$ cat src/rtl/saida_bcd_sequencial_if.sv
// Display-side handshake bundle between the core (master) and the BCD output block (slave).
// Carries the word/strobe request, the busy/done status and the registered display outputs.
interface saida_bcd_sequencial_if #(
  parameter int DATA_WIDTH = 16,
  parameter int DIGITS     = 5
);
  logic [DATA_WIDTH-1:0] dado;
  logic                  atualiza;
  logic                  ocupado;
  logic                  pronto;
  logic [4*DIGITS-1:0]   bcd;
  logic [7*DIGITS-1:0]   seg;
  logic                  sinal;

  modport master (
    output dado, atualiza,
    input  ocupado, pronto, bcd, seg, sinal
  );

  modport slave (
    input  dado, atualiza,
    output ocupado, pronto, bcd, seg, sinal
  );
endinterface

$ cat src/rtl/saida_bcd_sequencial.sv
// Sequential binary-to-BCD output stage: double dabble one bit per clock, then registered BCD and 7-segment.
// Optional macro SAIDA_SINAL_EN treats dado as two's complement and shows the sign on sinal.
module saida_bcd_sequencial #(
  parameter int DATA_WIDTH = 16,
  parameter int DIGITS     = 5
) (
  input  logic                  read_clock,
  input  logic                  reset,
  saida_bcd_sequencial_if.slave bus
);

  localparam int CW = $clog2(DATA_WIDTH + 1);

  typedef enum logic [1:0] {
    OCIOSO   = 2'd0,
    CONVERTE = 2'd1,
    ATUALIZA = 2'd2
  } state_t;

  state_t                state;
  state_t                next_state;
  logic [DATA_WIDTH-1:0] shift;
  logic [4*DIGITS-1:0]   scratch;
  logic [4*DIGITS-1:0]   adjusted;
  logic [CW-1:0]         count;
  logic [DATA_WIDTH-1:0] magnitude;
  logic [4*DIGITS-1:0]   bcd_reg;
  logic [7*DIGITS-1:0]   seg_reg;
  logic [7*DIGITS-1:0]   seg_next;
  logic                  ocupado_reg;
  logic                  pronto_reg;

  function automatic logic [6:0] decode(input logic [3:0] nibble);
    case (nibble)
      4'd0:    decode = 7'b0000001;
      4'd1:    decode = 7'b1001111;
      4'd2:    decode = 7'b0010010;
      4'd3:    decode = 7'b0000110;
      4'd4:    decode = 7'b1001100;
      4'd5:    decode = 7'b0100100;
      4'd6:    decode = 7'b0100000;
      4'd7:    decode = 7'b0001111;
      4'd8:    decode = 7'b0000000;
      4'd9:    decode = 7'b0000100;
      default: decode = 7'b1111111;
    endcase
  endfunction

  always_ff @(posedge read_clock or negedge reset) begin
    if (!reset) state <= OCIOSO;
    else        state <= next_state;
  end

  always_comb begin
    next_state = state;
    case (state)
      OCIOSO:   if (bus.atualiza) next_state = CONVERTE;
      CONVERTE: if (count == CW'(1)) next_state = ATUALIZA;
      ATUALIZA: next_state = OCIOSO;
      default:  next_state = OCIOSO;
    endcase
  end

  // Add-3 is done per nibble with no carry across digits; the width rule keeps each nibble <= 12.
  always_comb begin
    adjusted = scratch;
    seg_next = '0;
    for (int i = 0; i < DIGITS; i++) begin
      if (scratch[4*i +: 4] >= 4'd5) adjusted[4*i +: 4] = scratch[4*i +: 4] + 4'd3;
      seg_next[7*i +: 7] = decode(scratch[4*i +: 4]);
    end
  end

`ifdef SAIDA_SINAL_EN
  logic sign_latched;
  logic sinal_reg;

  always_comb begin
    magnitude = bus.dado;
    if (bus.dado[DATA_WIDTH-1]) magnitude = ~bus.dado + DATA_WIDTH'(1);
  end

  always_ff @(posedge read_clock or negedge reset) begin
    if (!reset) begin
      sign_latched <= 1'b0;
      sinal_reg    <= 1'b0;
    end else begin
      if (state == OCIOSO && bus.atualiza) sign_latched <= bus.dado[DATA_WIDTH-1];
      if (state == ATUALIZA)               sinal_reg    <= sign_latched;
    end
  end

  assign bus.sinal = sinal_reg;
`else
  assign magnitude = bus.dado;
  assign bus.sinal = 1'b0;
`endif

  // Display registers only change in ATUALIZA, so the old value stays visible during conversion.
  always_ff @(posedge read_clock or negedge reset) begin
    if (!reset) begin
      shift       <= '0;
      scratch     <= '0;
      count       <= '0;
      bcd_reg     <= '0;
      seg_reg     <= {DIGITS{7'b0000001}};
      ocupado_reg <= 1'b0;
      pronto_reg  <= 1'b0;
    end else begin
      ocupado_reg <= (next_state != OCIOSO);
      pronto_reg  <= (state == ATUALIZA);
      case (state)
        OCIOSO: begin
          if (bus.atualiza) begin
            shift   <= magnitude;
            scratch <= '0;
            count   <= CW'(DATA_WIDTH);
          end
        end
        CONVERTE: begin
          scratch <= {adjusted[4*DIGITS-2:0], shift[DATA_WIDTH-1]};
          shift   <= {shift[DATA_WIDTH-2:0], 1'b0};
          count   <= count - CW'(1);
        end
        ATUALIZA: begin
          bcd_reg <= scratch;
          seg_reg <= seg_next;
        end
        default: ;
      endcase
    end
  end

  assign bus.ocupado = ocupado_reg;
  assign bus.pronto  = pronto_reg;
  assign bus.bcd     = bcd_reg;
  assign bus.seg     = seg_reg;

endmodule

$ cat src/flat_wrapper.sv
// flat-port wrapper written by rule: the top's interface ports become plain ports
module saida_bcd_sequencial_flat 
#(
  parameter int DATA_WIDTH = 16,
  parameter int DIGITS     = 5
)
  (read_clock, reset, bus_dado, bus_atualiza, bus_ocupado, bus_pronto, bus_bcd, bus_seg, bus_sinal);
  saida_bcd_sequencial_if #(.DATA_WIDTH(DATA_WIDTH), .DIGITS(DIGITS)) bus_i ();
  input  logic read_clock;
  input  logic reset;
  input wire logic [$bits(bus_i.dado)-1:0] bus_dado;
  input wire logic [$bits(bus_i.atualiza)-1:0] bus_atualiza;
  output wire logic [$bits(bus_i.ocupado)-1:0] bus_ocupado;
  output wire logic [$bits(bus_i.pronto)-1:0] bus_pronto;
  output wire logic [$bits(bus_i.bcd)-1:0] bus_bcd;
  output wire logic [$bits(bus_i.seg)-1:0] bus_seg;
  output wire logic [$bits(bus_i.sinal)-1:0] bus_sinal;
  assign bus_i.dado = bus_dado;
  assign bus_i.atualiza = bus_atualiza;
  assign bus_ocupado = bus_i.ocupado;
  assign bus_pronto = bus_i.pronto;
  assign bus_bcd = bus_i.bcd;
  assign bus_seg = bus_i.seg;
  assign bus_sinal = bus_i.sinal;
  saida_bcd_sequencial #(.DATA_WIDTH(DATA_WIDTH), .DIGITS(DIGITS)) u_core (.read_clock(read_clock), .reset(reset), .bus(bus_i));
endmodule
$ cat config.mk
export PLATFORM = sky130hd
export DESIGN_NAME = saida_bcd_sequencial_flat
export DESIGN_NICKNAME = d
export VERILOG_FILES = /design/src/rtl/saida_bcd_sequencial_if.sv /design/src/rtl/saida_bcd_sequencial.sv /design/src/flat_wrapper.sv
export SDC_FILE = /design/constraint.sdc
export NUM_CORES = 1
export LEC_CHECK = 0
export ABC_AREA = 1
export BUFFER_PORTS_ARGS = -buffer_cell sky130_fd_sc_hd__buf_4
export CAP_MARGIN = 20
export CORE_MARGIN = 3
export CORE_UTILIZATION = 45
export CTS_CLUSTER_DIAMETER = 30
export DETAILED_ROUTE_END_ITERATION = 7
export PLACE_DENSITY = 0.66
export SYNTH_ARGS = -nofsm -noshare
export SYNTH_HDL_FRONTEND = slang
export SYNTH_SLANG_ARGS = --single-unit
$ cat constraint.sdc
create_clock -name read_clock -period 2.3 [get_ports read_clock]
set_input_delay 0.46 -clock read_clock [delete_from_list [all_inputs] [get_ports read_clock]]
set_output_delay 0.46 -clock read_clock [all_outputs]
set_load 0.05 [all_outputs]
==> qor.log, run 1 <==
[pwr] relative contribution of combinational cells to total power 0.519
[routing] via density per instance 5.06
[routing] total number of vias 4112
[sta] Final period util 0.696
[final_layout] number of antenna cells inserted 0
[place] number of port buffers 75
[global_routing] global-route usage over all layers 0.184
[run_status] status finished, final reports clean
[synth] Syn Inst Count 607
[floorplanning] total core area 10500 µm²
[global_routing] first-pass GRT wire length 19100 µm
[sta] setup repair after global routing missed its margin false
[final_layout] synthesis-to-layout area growth 16.1%
[final_layout] Nets 719
[worst_setup_path] number of buffer and inverter instances along the worst setup path 1
[floorplanning] initial core utilization 0.473
[min_path] Tightest Hold Check Type in -> async
[pwr] Sequential Power Share 0.358
[synth] Syn Nets 654
[clock_network] clock root buffer clkbuf_8
[worst_setup_path] CP max-delay cell dfstp_2
[synth] synthesized area per cell 8.18 µm²
[worst_setup_path] kind of cell adding the most delay to the critical path flip-flops
[routing] met1 layer wirelength in the final routing 5100 µm
[floorplanning] area of the die 12300 µm²
[global_routing] vias in the first global route 3958
[sta] f_max 0.625 GHz
[sta] Worst Clk Skew 0.0111 ns
[routing] 1st-pass router iterations 5
[worst_setup_path] longest individual stage delay on the worst path 0.57 ns
[synth] synth unique cells 26
[clock_network] total clock buffers created by CTS 9
[floorplanning] number of cell rows 37
[pwr] fraction of power consumed by the clock network 0.123
[pwr] power spent charging and discharging nets 4230 µW
[synth] XOR/XNOR Fraction of Synth Area 0
[routing] wire length after detailed routing 10800 µm
[clock_network] H-tree depth reported by CTS 3
[sta] clock period minus final worst setup slack 1.60 ns
[synth] Synth Area in Adders 0.0705
[worst_setup_path] Critical Path End Type output pin
[sta] worst hold margin 0.0140 ns
[place] GP Congestion 0.838
[clock_network] cts hold-fix bufs 0
[sta] Setup violations, final 0
[routing] highest signal layer in the routed design met4
[worst_setup_path] worst setup path startpoint u_core.bus.seg[0]
[clock_network] clock slew seen by the registers of the worst setup and hold paths 0.10 ns
[routing] Wirelength per Cell 13.3 µm
[synth] Synth Area in Compound Gates 0.0814
[sta] Final Max Slew Viols 0
[floorplanning] Die H 111 µm
[worst_setup_path] critical register-to-register path startpoint u_core.scratch[8]
[synth] part of the Yosys area used for sequential elements 0.505
[routing] # DRC 0
[synth] post-synthesis simple-gate area fraction 0.277
[final_layout] Layout fillers 976
[worst_setup_path] Worst EP required 1.84 ns
[clock_network] post-cts repair resize count 0
[worst_setup_path] largest fanout of any net on the critical path 2
[sta] final total negative setup slack 0 ns
[place] sum of net half-perimeters after detailed placement 7570 µm
[clock_network] CTS tree yes
[final_layout] share of the core filled with cells in the final layout 0.549
[routing] Detailed Route Iter0 Violations 184
[routing] antenna viol nets, final 0
[worst_setup_path] critical setup path kind reg -> out
[pwr] worst ir drop on vdd 0.606 mV
[job] max-cap viol count 0
[pwr] standby leakage power 0.00306 µW
[global_routing] number of antenna violations at the first check in global routing 0
[worst_setup_path] worst-path cell chain buf_4
[pwr] internal power contribution 4280 µW
[final_layout] multi-input combinational cell area 2130 µm²
[floorplanning] DIE WIDTH 111 µm
[pwr] Switching Fraction 0.497
[pwr] areal power density over the cells 1480 nW/µm²
[floorplanning] I/O pin total 77
[worst_setup_path] startpoint types register
[global_routing] maximum number of pins on one net before global-route repair 69
[sta] Final Hold Viols 0
[final_layout] flip-flop count of the largest register, all copies and words added 35
[clock_network] Max Buffers Root-to-Sink 2
[final_layout] commonest non-fill, non-tap cell in the layout nand2_1
[final_layout] fraction of final layout cells sized beyond drive strength 1 0.168
[clock_network] post-CTS setup buffer count 0
[synth] proportion of synthesized area in mux cells 0
[global_routing] overflow left after global routing 0
[routing] wire length on met3 465 µm
[clock_network] Clock Sinks 100
[synth] dominant combinational cell family by area after synthesis simple AND/OR/NAND/NOR gates
[synth] register bit count reported by yosys 100
[clock_network] worst skew pair latency 0.37 ns
[final_layout] highest-count cells in the layout ignoring fill and taps nand2_1 (200), dfrtp_1 (95), buf_4 (80)
[synth] total number of yosys warnings 0
[worst_setup_path] Worst Path Arrival 1.14 ns
[final_layout] storage element area 2510 µm²
[synth] Post-Syn Area 4970 µm²
[routing] total length of routed met2 wires 5060 µm
[cell usage after synthesis, drive strengths merged]
cell / n / area, µm²
nand2: 202 / 763
nor2: 51 / 201
buf: 23 / 155
or2: 1 / 6.26
conb: 1 / 3.75
o211ai: 3 / 22.5
dfrtp: 95 / 2380
o22ai: 2 / 12.5
clkbuf: 4 / 15.0
nand3b: 2 / 15.0
ha: 28 / 350
a21oi: 23 / 119
nand3: 73 / 365
inv: 40 / 153
nand4: 4 / 25.0
dfstp: 5 / 131
o21ai: 50 / 250
[final cells by class]
type	instances	share of cell area
clock buffers	11	0.0245
clock inverters	5	0.00651
inverters	40	0.0265
multi-input cells	440	0.370
flip-flops and latches	100	0.435
well taps	136	0.0295
repair buffers	81	0.108
[path summary, 6_finish.rpt]
path                            cells after the start            endpoint  slack (ns)
worst max register to register                      5  u_core.scratch[11]        0.73
max in group asynchronous                           2   u_core.bus.seg[7]        1.54
worst max-delay path                                1          bus_seg[0]        0.70
worst min register to register                      2     u_core.shift[0]        0.49
min in group read_clock                             3     u_core.shift[0]        0.29
worst min-delay path                                1  u_core.bus.bcd[18]        0.01
[power groups by stage]
stage               clock network [µW]  registers, µW  logic (µW)
floorplan                            0           3970        2390
global placement                     0           3060        4350
detailed placement                   0           3070        4440
CTS                               1070           3040        4450
global route                      1140           3160        4980
finish                            1050           3040        4420
[worst register-to-register path: stages, from the launching register on]
cell     delay (ns)
dfrtp_1        0.47
inv_1          0.14
ha_1           0.27
ha_1           0.28
o21ai_0        0.18
o21ai_0        0.11
[through the flow]
step	total power, µW	instance area (µm²)	instances	worst slack (ns)
finish	8510	5770	813	0.700
floorplan	6360	4970	607	0.968
CTS	8570	5770	813	0.686
global placement	7410	5590	797	0.764
detailed placement	7510	5590	797	0.741
global route	9270	5770	813	0.609
[per-layer routing]
metal / track usage / vias to the layer above
li1: - / 2084
met4: 0.0689 / 0
met2: 0.296 / 108
met5: 0 / -
met3: 0.0257 / 14
met1: 0.256 / 1906
[cell families after synthesis]
family                     count (synthesis)
AOI/OAI and AO/OA                         78
adders and majority gates                 28
buffers and inverters                     67
DFF                                      100
other                                      1
and+or+nand+nor                          333
Note: power is estimated with default switching activity, not from simulation.
==> run 2: changes to the inputs <==
--- a/config.mk
+++ b/config.mk
@@ -12,7 +12,7 @@
 export CORE_UTILIZATION = 45
 export CTS_CLUSTER_DIAMETER = 30
 export DETAILED_ROUTE_END_ITERATION = 7
-export PLACE_DENSITY = 0.66
+export PLACE_DENSITY = 0.68
 export SYNTH_ARGS = -nofsm -noshare
 export SYNTH_HDL_FRONTEND = slang
 export SYNTH_SLANG_ARGS = --single-unit
==> constraint.sdc (replaced) <==
create_clock -name read_clock -period 1.4 [get_ports read_clock]
set_input_delay 0.28 -clock read_clock [delete_from_list [all_inputs] [get_ports read_clock]]
set_output_delay 0.28 -clock read_clock [all_outputs]
set_load 0.05 [all_outputs]
==> run 2 against run 1 <==
Compared with the run above: combinational power is 95% higher; first-iteration DRC count is 29% higher; clock-buffer cell count is 1 higher; critical path depth stayed put; total power is 82% higher; highest routed layer unchanged; worst setup slack worse by 0.67 ns.
==> qor.log, run 2 (synthesis gave the netlist of run 1 again) <==
[run_status] status finished, final reports clean
[sta] Setup violations, final 0
[worst_setup_path] worst-path cell chain buf_8
[worst_setup_path] Worst Path Arrival 1.09 ns
[clock_network] Clock Sinks 100
[final_layout] multi-input combinational cell area 2210 µm²
[clock_network] worst skew pair latency 0.38 ns
[pwr] areal power density over the cells 2470 nW/µm²
[worst_setup_path] critical setup path kind reg -> out
[pwr] standby leakage power 0.00334 µW
[routing] total number of vias 4404
[worst_setup_path] Critical Path End Type output pin
[final_layout] flip-flop count of the largest register, all copies and words added 35
[worst_setup_path] Stages on worst setup path 1
[routing] via density per instance 5.14
[final_layout] commonest non-fill, non-tap cell in the layout nand2_1
[sta] clock period minus final worst setup slack 1.37 ns
[routing] Detailed Route Iter0 Violations 238
[sta] final total negative setup slack 0 ns
[floorplanning] DIE WIDTH 111 µm
[worst_setup_path] Worst EP required 1.12 ns
[routing] highest signal layer in the routed design met4
[floorplanning] initial core utilization 0.473
[final_layout] final standard cell count with taps included and fillers excluded 857
[worst_setup_path] Crit Reg-Reg Endpoint u_core.scratch[14]
[place] GP Congestion 0.914
[global_routing] overflow left after global routing 0
[place] number of port buffers 75
[sta] f_max 0.730 GHz
[final_layout] Layout fillers 889
[final_layout] storage element area 2510 µm²
[global_routing] number of antenna violations at the first check in global routing 0
[routing] # DRC 0
[sta] Final period util 0.979
[floorplanning] area of the die 12300 µm²
[routing] 1st-pass router iterations 5
[final_layout] synthesis-to-layout area growth 26.6%
[worst_setup_path] CP max-delay cell dfstp_2
[worst_setup_path] longest individual stage delay on the worst path 0.57 ns
[clock_network] Max Buffers Root-to-Sink 2
[global_routing] vias in the first global route 4132
[final_layout] share of the core filled with cells in the final layout 0.598
[routing] total length of routed met2 wires 5510 µm
[floorplanning] I/O pin total 77
[sta] Final Max Slew Viols 0
[routing] Wirelength per Cell 13.3 µm
[routing] antenna viol nets, final 0
[global_routing] maximum number of pins on one net before global-route repair 33
[worst_setup_path] internal reg-to-reg setup slack 0.04 ns
[global_routing] global-route usage over all layers 0.189
[routing] wire length on met3 540 µm
[global_routing] first-pass GRT wire length 19300 µm
[clock_network] total clock buffers created by CTS 9
[worst_setup_path] largest fanout of any net on the critical path 2
[sta] setup repair after global routing missed its margin true
[min_path] Tightest Hold Check Type in -> reg
[floorplanning] total core area 10500 µm²
[clock_network] H-tree depth reported by CTS 3
[sta] Worst Clk Skew 0.0155 ns
[min_path] worst hold path cell count 3
[place] sum of net half-perimeters after detailed placement 8050 µm
[min_path] sink of the worst hold path u_core.shift[0]
[place] cell count after placement 832
[worst_setup_path] kind of cell adding the most delay to the critical path flip-flops
[floorplanning] number of cell rows 37
[final_layout] Nets 763
[worst_setup_path] number of buffer and inverter instances along the worst setup path 1
[sta] Final WS setup 0.0297 ns
[job] max-cap viol count 0
[clock_network] clock slew seen by the registers of the worst setup and hold paths 0.10 ns
[pwr] worst ir drop on vdd 1.27 mV
[final_layout] highest-count cells in the layout ignoring fill and taps nand2_1 (192), buf_4 (116), dfrtp_1 (93)
[place] worst setup timing slack at the placement stage -0.0215 ns
[worst_setup_path] count of cells along the worst register-to-register path 9
[worst_setup_path] startpoint types register
[final_layout] fraction of final layout cells sized beyond drive strength 1 0.252
[worst_setup_path] critical register-to-register path startpoint u_core.scratch[12]
[min_path] origin of the worst min-delay path bus_dado[0]
[clock_network] clock root buffer clkbuf_8
[floorplanning] Die H 111 µm
[final_layout] number of antenna cells inserted 0
[routing] met1 layer wirelength in the final routing 5000 µm
[sta] Final Hold Viols 0
[clock_network] CTS tree yes
[routing] wire length after detailed routing 11400 µm
-- run 2: worst max path at each step --
stage                            start                 end  slack, ns
detailed placement   u_core.scratch[9]  u_core.scratch[11]      -0.02
global route        u_core.scratch[12]  u_core.scratch[13]      -0.02
global placement    u_core.scratch[16]  u_core.scratch[19]       0.05
finish               u_core.bus.seg[0]          bus_seg[0]       0.03
CTS                 u_core.bus.seg[14]         bus_seg[14]     0.0006
floorplan            u_core.scratch[8]  u_core.scratch[11]       0.07
-- run 2: power by group --
part / total (µW) / switching [µW] / internal [µW]
combinational: 8620 / 5510 / 3110
clock: 2090 / 986 / 1100
sequential: 4800 / 787 / 4020
-- run 2: metal layers --
layer  GRT usage  up-vias
met4      0.0770        0
met2       0.314      123
met1       0.245     2085
met3      0.0349       25
met5           0        -
li1            -     2171
-- run 2: timing repair --
| item | CTS | global route |
|---|---|---|
| resized for setup | 10 | 32 |
| setup endpoints to repair | 6 | 52 |
| hold endpoints to repair | 21 | 0 |
| hold buffers | 1 | 0 |
| pin swaps | 0 | 4 |
| setup buffers | 0 | 8 |
-- run 2: worst register-to-register path: stages, from the launching register on --
cell and delay (ns):
dfrtp_1 0.42, buf_4 0.16, ha_1 0.21, inv_1 0.08
nand2_2 0.07, nand2_2 0.09, nand2_1 0.07, nand2_1 0.06
nand3_1 0.07, nand2_1 0.07
-- run 2: metrics by stage --
stage	hold slack, ns	total power [µW]	cell area [µm²]
floorplan	-0.0156	10400	4970
global placement	0.215	12700	5870
detailed placement	0.211	12900	5870
CTS	0.0851	15100	6130
global route	0.105	16800	6290
finish	0.0910	15500	6290
-- run 2: final cells by class --
cell class,count,area share
multi-input combinational,440,0.352
timing repair buffer,125,0.160
tap,136,0.0271
sequential,100,0.399
inverter,40,0.0255
clock inverter,4,0.0115
clock buffer,12,0.0247
